--- config.mk ---
export PLATFORM = sky130hd
export DESIGN_NAME = uart_tx_frame_ctrl_flat
export DESIGN_NICKNAME = d
export VERILOG_FILES = /design/src/rtl/uart_tx_frame_ctrl_if.sv /design/src/rtl/uart_tx_frame_ctrl.sv /design/src/flat_wrapper.sv
export SDC_FILE = /design/constraint.sdc
export NUM_CORES = 1
export LEC_CHECK = 0
export ABC_CLOCK_PERIOD_IN_PS = 1700
export CELL_PAD_IN_SITES_DETAIL_PLACEMENT = 1
export CELL_PAD_IN_SITES_GLOBAL_PLACEMENT = 1
export CORE_ASPECT_RATIO = 0.75
export CORE_MARGIN = 2
export CORE_UTILIZATION = 36
export DETAILED_ROUTE_END_ITERATION = 8
export GPL_TIMING_DRIVEN = 0
export MAX_ROUTING_LAYER = met4
export PLACE_DENSITY = 0.79
export SLEW_MARGIN = 20
export SYNTH_ARGS = -nofsm -noshare
export SYNTH_HDL_FRONTEND = slang
export SYNTH_SLANG_ARGS = --single-unit
export TNS_END_PERCENT = 5
--- constraint.sdc ---
create_clock -name CLK -period 1.7 [get_ports CLK]
set_clock_uncertainty 0.05 [all_clocks]
set_input_delay 0.255 -clock CLK [delete_from_list [all_inputs] [get_ports CLK]]
set_output_delay 0.255 -clock CLK [all_outputs]
set_load 0.005 [all_outputs]
--- src/rtl/uart_tx_frame_ctrl_if.sv ---
// Handshake and frame-select bundle between the UART TX
// byte source and the frame control / serializer stage.
interface uart_tx_frame_ctrl_if #(
    parameter int DATA_WIDTH = 8
);
    logic [DATA_WIDTH-1:0] P_DATA;
    logic                  Data_Valid;
    logic                  PAR_EN;
    logic                  PAR_TYP;
    logic [1:0]            Mux_sel;
    logic                  ser_data;
    logic                  par_bit;
    logic                  busy;

    modport master (
        output P_DATA,
        output Data_Valid,
        output PAR_EN,
        output PAR_TYP,
        input  Mux_sel,
        input  ser_data,
        input  par_bit,
        input  busy
    );

    modport slave (
        input  P_DATA,
        input  Data_Valid,
        input  PAR_EN,
        input  PAR_TYP,
        output Mux_sel,
        output ser_data,
        output par_bit,
        output busy
    );
endinterface

--- src/rtl/uart_tx_frame_ctrl.sv ---
// UART TX frame sequencer: start, LSB-first data, parity, stop.
// Optional second stop bit enabled by UART_TX_TWO_STOP_EN.
module uart_tx_frame_ctrl #(
    parameter int DATA_WIDTH = 8
) (
    input  logic                 CLK,
    input  logic                 RST,
    uart_tx_frame_ctrl_if.slave  bus
);
    localparam int CNT_W = $clog2(DATA_WIDTH);

    typedef enum logic [2:0] {
        IDLE,
        START,
        DATA,
        PARITY,
        STOP,
        STOP2
    } state_t;

    state_t                st;
    state_t                nxt;
    logic [DATA_WIDTH-1:0] sh;
    logic [CNT_W-1:0]      cnt;
    logic                  pen_q;
    logic                  par_q;
    logic                  accept;
    logic                  last;

    assign last = (cnt == CNT_W'(DATA_WIDTH - 1));

`ifdef UART_TX_TWO_STOP_EN
    assign accept = bus.Data_Valid &&
                    ((st == IDLE) || (st == STOP2));
`else
    assign accept = bus.Data_Valid &&
                    ((st == IDLE) || (st == STOP));
`endif

    // State register
    always_ff @(posedge CLK or negedge RST) begin
        if (!RST) begin
            st <= IDLE;
        end else begin
            st <= nxt;
        end
    end

    // Next-state sequencing through the frame fields
    always_comb begin
        nxt = st;
        unique case (st)
            IDLE:   nxt = accept ? START : IDLE;
            START:  nxt = DATA;
            DATA: begin
                if (last) begin
                    nxt = pen_q ? PARITY : STOP;
                end
            end
            PARITY: nxt = STOP;
`ifdef UART_TX_TWO_STOP_EN
            STOP:   nxt = STOP2;
            STOP2:  nxt = accept ? START : IDLE;
`else
            STOP:   nxt = accept ? START : IDLE;
            STOP2:  nxt = IDLE;
`endif
            default: nxt = IDLE;
        endcase
    end

    // Byte latch, shifter, bit counter and parity capture
    always_ff @(posedge CLK or negedge RST) begin
        if (!RST) begin
            sh    <= '0;
            cnt   <= '0;
            pen_q <= 1'b0;
            par_q <= 1'b0;
        end else if (accept) begin
            sh    <= bus.P_DATA;
            cnt   <= '0;
            pen_q <= bus.PAR_EN;
            par_q <= (^bus.P_DATA) ^ bus.PAR_TYP;
        end else if (st == DATA) begin
            sh  <= sh >> 1;
            cnt <= last ? '0 : cnt + CNT_W'(1);
        end
    end

    // Field select and busy decoded from the state register
    always_comb begin
        bus.Mux_sel = 2'b11;
        bus.busy    = 1'b0;
        unique case (st)
            START: begin
                bus.Mux_sel = 2'b00;
                bus.busy    = 1'b1;
            end
            DATA: begin
                bus.Mux_sel = 2'b01;
                bus.busy    = 1'b1;
            end
            PARITY: begin
                bus.Mux_sel = 2'b10;
                bus.busy    = 1'b1;
            end
`ifdef UART_TX_TWO_STOP_EN
            STOP: begin
                bus.Mux_sel = 2'b11;
                bus.busy    = 1'b1;
            end
`endif
            default: begin
                bus.Mux_sel = 2'b11;
                bus.busy    = 1'b0;
            end
        endcase
    end

    assign bus.ser_data = sh[0];
    assign bus.par_bit  = par_q;

endmodule

--- src/flat_wrapper.sv ---
// flat-port wrapper written by rule: the top's interface ports become plain ports
module uart_tx_frame_ctrl_flat 
#(
    parameter int DATA_WIDTH = 8
)
  (CLK, RST, bus_P_DATA, bus_Data_Valid, bus_PAR_EN, bus_PAR_TYP, bus_Mux_sel, bus_ser_data, bus_par_bit, bus_busy);
  uart_tx_frame_ctrl_if #(.DATA_WIDTH(DATA_WIDTH)) bus_i ();
  input  logic CLK;
  input  logic RST;
  input wire logic [$bits(bus_i.P_DATA)-1:0] bus_P_DATA;
  input wire logic [$bits(bus_i.Data_Valid)-1:0] bus_Data_Valid;
  input wire logic [$bits(bus_i.PAR_EN)-1:0] bus_PAR_EN;
  input wire logic [$bits(bus_i.PAR_TYP)-1:0] bus_PAR_TYP;
  output wire logic [$bits(bus_i.Mux_sel)-1:0] bus_Mux_sel;
  output wire logic [$bits(bus_i.ser_data)-1:0] bus_ser_data;
  output wire logic [$bits(bus_i.par_bit)-1:0] bus_par_bit;
  output wire logic [$bits(bus_i.busy)-1:0] bus_busy;
  assign bus_i.P_DATA = bus_P_DATA;
  assign bus_i.Data_Valid = bus_Data_Valid;
  assign bus_i.PAR_EN = bus_PAR_EN;
  assign bus_i.PAR_TYP = bus_PAR_TYP;
  assign bus_Mux_sel = bus_i.Mux_sel;
  assign bus_ser_data = bus_i.ser_data;
  assign bus_par_bit = bus_i.par_bit;
  assign bus_busy = bus_i.busy;
  uart_tx_frame_ctrl #(.DATA_WIDTH(DATA_WIDTH)) u_core (.CLK(CLK), .RST(RST), .bus(bus_i));
endmodule
[Yosys cells after proc, flatten, opt, wreduce, memory -nomap -nowiden]
Cells that the tools add are included.
W data, S select, Z words.
Word-level totals
  register bits after elaboration: 16
  input bits: 13
  output and inout port bits: 5
Cells by class
  add/sub/neg operators: 1
  eq/ne operators: 6
  mux-type cells: 11
  bitwise operators: 1
  reductions and logical operators: 7
Operators with widths (count)
  $mux W8: 2
  $mux W3: 5
  $pmux W3 S4: 1
  $reduce_xor A8 Y1: 1
  $eq A3 B2 Y1 const B: 2
  $eq A3 B3 Y1 const B: 2
  $pmux W2 S3: 1
  $add A3 B1 Y3 const B: 1
  $eq A3 B1 Y1 const B: 1
  $logic_not A3 Y1: 1
  $reduce_or A3 Y1: 1
  $mux W1: 2
  $ne A2 B1 Y1 const B: 1
  $reduce_bool A2 Y1: 1
  $reduce_or A2 Y1: 1
  $logic_and A1 B1 Y1: 1
  $logic_or A1 B1 Y1: 1
  $xor A1 B1 Y1: 1

[Longest topological paths before layout]
Gate-level depths: netlist of run 1.
  word-level depth: 5
  mapped depth: 6
  gate-level depth less buffers: 5

[Worst setup path after synthesis of run 1]
OpenSTA, ideal clock, no wires.
  path kind: register to register
  start point: register u_core.cnt[0]
  end point: register u_core.cnt[1]
  library setup time: 0.077 ns
  arrival: 1.407 ns
  data required time: 1.573 ns
  slack: 0.166 ns
  cell stages (with the launch flop): 5
  path buffers: 0
  cells stage by stage: dfrtp_1 > ha_1 > ha_1 > or4b_1 > a21oi_1
Between the ends
  longest elaborated chain between the ends: 4
  elaborated cells between the ends (all ways): 5
  classes of those cells: add/sub: 1; eq/ne: 1; mux: 3
Ends and longest elaborated chain
  start, declared: line uart_tx_frame_ctrl.sv:24  | logic [CNT_W-1:0] cnt;
  start signal, assigned: line uart_tx_frame_ctrl.sv:86  | cnt <= last ? '0 : cnt + CNT_W'(1);
  $add A3 B1 Y3 or $eq A3 B3 Y1 (tied branches): line uart_tx_frame_ctrl.sv:86, uart_tx_frame_ctrl.sv:30
  $mux W3 *: line uart_tx_frame_ctrl.sv:86
  $mux W3 *: line uart_tx_frame_ctrl.sv:84  | end else if (st == DATA) begin
  $mux W3 *: line uart_tx_frame_ctrl.sv:79  | end else if (accept) begin
Mark *: on every way between the ends. The rest lies on a longest branch, timed or not. The select of a mux whose other input is x is not followed.
A chain may end at the register's enable or synchronous reset.

[Worst setup path in the final report of run 1]
  start point: register u_core.st[1]
  end point: output bus_Mux_sel[1]
Between the ends
  longest elaborated chain between the ends: 2
  elaborated cells between the ends (all ways): 4
  classes of those cells: eq/ne: 3; mux: 1
Ends and longest elaborated chain
  start, declared: line uart_tx_frame_ctrl.sv:21  | state_t st;
  start signal, assigned: line uart_tx_frame_ctrl.sv:45  | st <= nxt;
  $eq A3 B2 Y1 or $eq A3 B1 Y1 (tied branches): line uart_tx_frame_ctrl.sv:94  | unique case (st)
  $pmux W2 S3 *: line uart_tx_frame_ctrl.sv:94
  end, declared: line flat_wrapper.sv:14  | output wire logic [$bits(bus_i.Mux_sel)-1:0] bus_Mux_sel;
Mark *: on every way between the ends. The rest lies on a longest branch, timed or not.

==> results of run 1 <==
-- power groups by stage --
stage	Sequential [mW]	Combinational (mW)	Clock, mW
2_1_floorplan	0.655	0.692	0
3_3_place_gp	0.669	0.956	0
3_5_place_dp	0.684	1.01	0
4_1_cts	0.680	1.01	0.264
5_1_grt	0.699	1.14	0.279
6_report	0.677	1.02	0.253
-- kinds of logic (layout without fill, tap and decap cells) --
kind of cell | count (synthesis) | count (layout) | share of synthesized area
and+or+nand+nor | 22 | 22 | 0.1372
muxes | 9 | 9 | 0.1033
AOI/OAI and AO/OA | 21 | 21 | 0.1508
DFF | 16 | 16 | 0.4348
buffers and inverters | 7 | 30 | 0.05571
xor gates and xnor gates | 8 | 8 | 0.09103
adders and majority gates | 2 | 2 | 0.02717
-- repair_timing --
| item | CTS | global route |
|---|---|---|
| resized for setup | 4 | 2 |
| endpoints found under the setup margin | 3 | 2 |
| hold buffers | 0 | 0 |
| setup buffers | 2 | 1 |
-- metrics by stage --
stage	power, mW	cells	cell area (sq um)	utilization
after detailed placement	1.695	136	1134	0.4794
final	1.953	142	1189	0.5026
after global routing	2.114	142	1189	0.5026
after floorplan	1.348	85	920.9	-
after CTS	1.949	141	1177	0.4979
after global placement	1.625	136	1134	0.4794
-- cells in the mapped netlist, drive strengths merged --
master / count / area, sq um
xor2: 2 / 17.52
nand2: 2 / 7.510
xnor3: 1 / 22.52
buf: 5 / 43.79
a21oi: 12 / 71.32
or4b: 1 / 10.01
mux2i: 8 / 80.08
nand2b: 4 / 40.04
a22o: 4 / 35.03
o22ai: 1 / 6.260
dfrtp: 16 / 400.4
inv: 2 / 7.510
o21ai: 2 / 10.01
o21bai: 1 / 7.510
ha: 2 / 25.02
nor2: 14 / 60.06
o22a: 1 / 8.760
xnor2: 5 / 43.79
mux2: 1 / 15.01
nand4b: 1 / 8.760
-- state kept, by name, summed over array words and instances, names as in the netlist --
register            count
u_core.st               3
u_core.bus.par_bit      1
u_core.pen_q            1
u_core.cnt              3
u_core.sh               8
-- per-layer routing --
layer,vias to the layer above,GRT usage
met5,-,-
li1,343,-
met3,2,0.03765
met2,10,0.3032
met4,0,0.04000
met1,345,0.1860
-- final timing paths --
check | cells after the start | to | slack [ns]
setup / recovery | 4 | bus_Mux_sel[1] | 0.09
hold / removal | 1 | u_core.st[1] | 0.35
setup reg to reg | 4 | u_core.cnt[1] | 0.09
hold reg to reg | 2 | u_core.sh[1] | 0.49
max in group asynchronous | 1 | u_core.st[0] | 0.74
min in group CLK | 3 | u_core.pen_q | 0.47
-- final cells by class --
type | instances | area share
Buffer | 4 | 0.03263
Timing Repair Buffer | 20 | 0.1600
Clock buffer | 4 | 0.03053
Tap cell | 34 | 0.03579
Multi-Input combinational cell | 62 | 0.3968
Inverter | 2 | 0.006316
Sequential cell | 16 | 0.3379
-- placed cells by master (no fill, tap or decap), types with 3 or more instances in the layout --
| master | n |
|---|---|
| a21oi_1 | 11 |
| a22o_1 | 4 |
| buf_4 | 3 |
| buf_6 | 3 |
| clkbuf_4 | 3 |
| clkdlybuf4s50_1 | 14 |
| dfrtp_1 | 15 |
| mux2i_1 | 8 |
| nor2_1 | 13 |
| xnor2_1 | 5 |
-- worst max-delay path: stages (launching register included) --
cell             delay [ns]
dfrtp_1                0.40
buf_6                  0.15
xor2_1                 0.19
nand2b_1               0.08
clkdlybuf4s15_1        0.21
==> metrics, run 1 <==
global route total overflow 0; Longest Clk Path Bufs 2; max-cap viol count 0; Mapped Area a little over 900 sq um; crit path launch type register; status finished clean; fin. max-slew vios 0; CTS root buf clkbuf_4; Placer Congestion approximately 0.75; core area about 2400 sq um; total wire length 2.109 mm; DRT iter0 DRCs 10; Crit. Startpoint u_core.st[1]; antenna-violating nets left 0; post-DP HPWL ~1.6 mm; fill count roughly 290; WP data arrival 1.31 ns; CTS Sinks 16; Psw between 700 and 800 uW; largest net degree at the start of global routing 17; total negative slack 0 ns; gr usage total 0.1631; Clock Latency Late Sink about 0.28 ns; drt drc 0; Avg Inst Size Synth 10.83 sq um; max frequency just over 0.6 GHz; register area 401.6 sq um; Met3 Wirelength 35 um; Sw Share 0.3741; first-pass GRT wire length ~3.5 mm; Die H ~48 um; Comb pwr share 0.524; CP endpoint kind output port; die area between 2000 and 3000 sq um; Worst Slack Setup Final between 0.08 and 0.09 ns; Row Count 15; diode count 0; Lkg Pwr approximately 0.51 nW; drt pass-1 iters 4; CP max FO 10; number of global-route vias before repair about 760; CTS tree built; Num CTS Buffers 3; reg-to-reg startpoint u_core.cnt[0]; P_int ~1.2 mW; NumNets Final 124; DR WL met2 between 1 and 1.5 mm; WL/cell 14.85 um; cells after synthesis 85; Worst Tran Pin Value around 0.74 ns; Syn. warnings 0; Slew headroom 0.5063; total I/O pin count 18; Max IR drop VDD approximately 0.7 mV; final hold slack between 0.3 and 0.4 ns; sequential power share 0.347; IO Port Bufs 17; initial antenna violation count 0; critical path class register to output port; DP Worst Slack -0.2063 ns; Synth Net Count 100; worst path required time about 1.4 ns; flops & latches, synth 16; multi-input logic area approximately 470 sq um; min cycle time layout 1.614 ns; final period utilization 0.9495; Clock transition at path regs roughly 0.10 ns; Seq/Total Area, Yosys 0.4348; via count 700; Setup Viol. Count Final 0; Initial Utilization 0.3894; top sig layer met4; power share of the clock group 0.129; Vias/cell around 4.9; post-synth cell types 24; RSZ-0062 raised after global routing no; Final Hold Fails 0; PwrDens 1643 nW/um^2; Hold Crit Class input port to async pin; layout cells sized above 1 0.1667; Die X 62.40 um; M1 WL approximately 950 um; htree depth 1; Area growth, synth to finish 29.08%
No activity file was read; power rests on OpenSTA's default activity.
==> run 2, diff against run 1 <==
ABC_AREA = 0   (was default)
CORE_MARGIN = 5   (was 2)
GPL_ROUTABILITY_DRIVEN = 0   (was default)
==> run 2 against run 1 <==
  * Clock power is 2% higher
  * Register-to-register slack hardly changed
  * Combinational power hardly changed
  * Worst setup slack worse by 0.0099 ns
  * Largest cell class unchanged
==> metrics, run 2 (same netlist as run 1, synthesis figures left out) <==
status finished clean; diode count 0 (unchanged); WL/cell 13.26 um (-11%); Row Count 15 (unchanged); DRT iter0 DRCs 20 (+10); Setup Viol. Count Final 0 (unchanged); Longest Clk Path Bufs 2 (unchanged); fin. max-slew vios 0 (unchanged); critical path class register to register; Vias/cell 4.887 (-0.86%); Sw Share 0.3633 (-0.01087); Worst Tran Pin Value 0.7482 ns (+0.009893 ns); total negative slack 0 ns (unchanged); NumNets Final 124 (unchanged); Psw 702.9 uW (-3.8%); number of global-route vias before repair 694 (-8.9%); Largest regs u_core.sh (8), u_core.cnt (3), u_core.st (3); design area 1192 sq um (+0.32%); Worst Setup EP u_core.cnt[1]; IO Port Bufs 17 (unchanged); CTS root buf clkbuf_4; crit path launch type register; Clock transition at path regs 0.10 ns (about the same); Clock Latency Late Sink 0.29 ns (about the same); Util after Layout 0.5042 (+0.001587); DP Worst Slack -0.1723 ns (+0.03404 ns); largest net degree at the start of global routing 17 (unchanged); drt drc 0 (unchanged); Final Hold Fails 0 (unchanged); reg-to-reg startpoint u_core.cnt[0]; Max IR drop VDD 0.6331 mV (-8.1%); PwrDens 1623 nW/um^2 (-1.2%); final hold slack 0.3456 ns (-0.003443 ns); Worst Slack Setup Final 0.07586 ns (-0.009913 ns); Worst R2R Setup Slack 0.08 ns (about the same); placed cells 136 (unchanged); CTS tree built; Die X 68.40 um (+9.6%); min cycle time layout 1.624 ns (+0.009914 ns); layout cells sized above 1 0.1759 (+0.009259); final period utilization 0.9554 (+0.005831); total wire length 1.883 mm (-11%); Lkg Pwr 0.5122 nW (+0.96%); Overall Power 1.935 mW (-0.94%); post-DP HPWL 1.472 mm (-7.7%); Die H 53.80 um (+13%); Num CTS Buffers 3 (unchanged); die area 3680 sq um (+23%); htree depth 1 (unchanged); non-filler instance count after layout 142 (unchanged); dpl cell area 1134 sq um (unchanged); Reg2Reg Depth 4 (unchanged); Crit. Startpoint u_core.cnt[0]; Hold Crit Class input port to async pin; total I/O pin count 18 (unchanged); WP data arrival 1.80 ns (+0.49 ns); Initial Utilization 0.3894 (unchanged); via count 694 (-0.86%); CP endpoint kind register; initial antenna violation count 0 (unchanged); sequential power share 0.344 (-0.003); power share of the clock group 0.133 (+0.004); core area 2365 sq um (unchanged); Area growth, synth to finish 29.48%; Slew headroom 0.4996 (-0.006616); global route total overflow 0 (unchanged); reg2reg end u_core.cnt[1]; max FFs per register 8 (unchanged); CTS Sinks 16 (unchanged); drt pass-1 iters 3 (-1); CP max FO 4 (-6); P_int 1.232 mW (+0.78%); first-pass GRT wire length 3.132 mm (-11%); antenna-violating nets left 0 (unchanged); worst path required time 1.88 ns (+0.49 ns); most frequent cells in the layout dfrtp_1 (15), clkdlybuf4s50_1 (14), nor2_1 (13); Reg with most FFs u_core.sh; Comb pwr share 0.523 (about the same); max frequency 0.6157 GHz (-0.61%); max-cap viol count 0 (unchanged); gr usage total 0.1219 (-0.04114); most common cell after layout, fill and taps aside dfrtp_1
-- run 2: cell type report --
| class | instances | area [sq um] |
|---|---|---|
| buffer | 4 | 38.79 |
| clock buffer | 4 | 36.28 |
| fill | 286 | 1172 |
| inverter | 2 | 7.507 |
| multi-input combinational | 62 | 476.7 |
| sequential | 16 | 401.6 |
| tap | 34 | 42.54 |
| timing repair buffer | 20 | 188.9 |
-- run 2: worst min-delay path by stage --
stage                             from            endpoint  slack (ns)  cells after the start
CTS                                RST       u_core.cnt[0]        0.37                      1
global route                       RST       u_core.cnt[0]        0.39                      1
detailed placement  u_core.bus.par_bit  u_core.bus.par_bit        0.46                      1
global placement          u_core.sh[3]        u_core.sh[3]        0.46                      2
floorplan                          RST  u_core.bus.par_bit       -0.09                      0
finish                             RST       u_core.cnt[0]        0.35                      1
-- run 2: worst max-delay path, cell delays in order, from the launching register on --
cell and delay [ns]:
dfrtp_1 0.40, ha_1 0.20, ha_1 0.24, or4b_4 0.53, a21oi_2 0.14
-- run 2: power groups by stage --
stage | clock network (mW) | registers [mW] | logic (mW)
floorplan | 0 | 0.655 | 0.692
global placement | 0 | 0.673 | 0.962
detailed placement | 0 | 0.682 | 0.994
CTS | 0.274 | 0.674 | 0.987
global route | 0.287 | 0.689 | 1.12
finish | 0.257 | 0.666 | 1.01
-- run 2: per-layer routing --
metal / share of wire / routed length (um) / GRT usage
met5: 0 / 0 / -
met4: 0.013 / 25 / 0.03960
met3: 0.032 / 60 / 0.03758
met2: 0.47 / 876 / 0.1870
met1: 0.49 / 921 / 0.1532
-- run 2: what timing repair did --
item | in CTS | in global routing
endpoints found under the setup margin | 3 | 1
endpoints found under the hold margin | 0 | 0
gates resized for setup | 4 | 2
hold buffers | 0 | 0
buffers inserted | 2 | 1
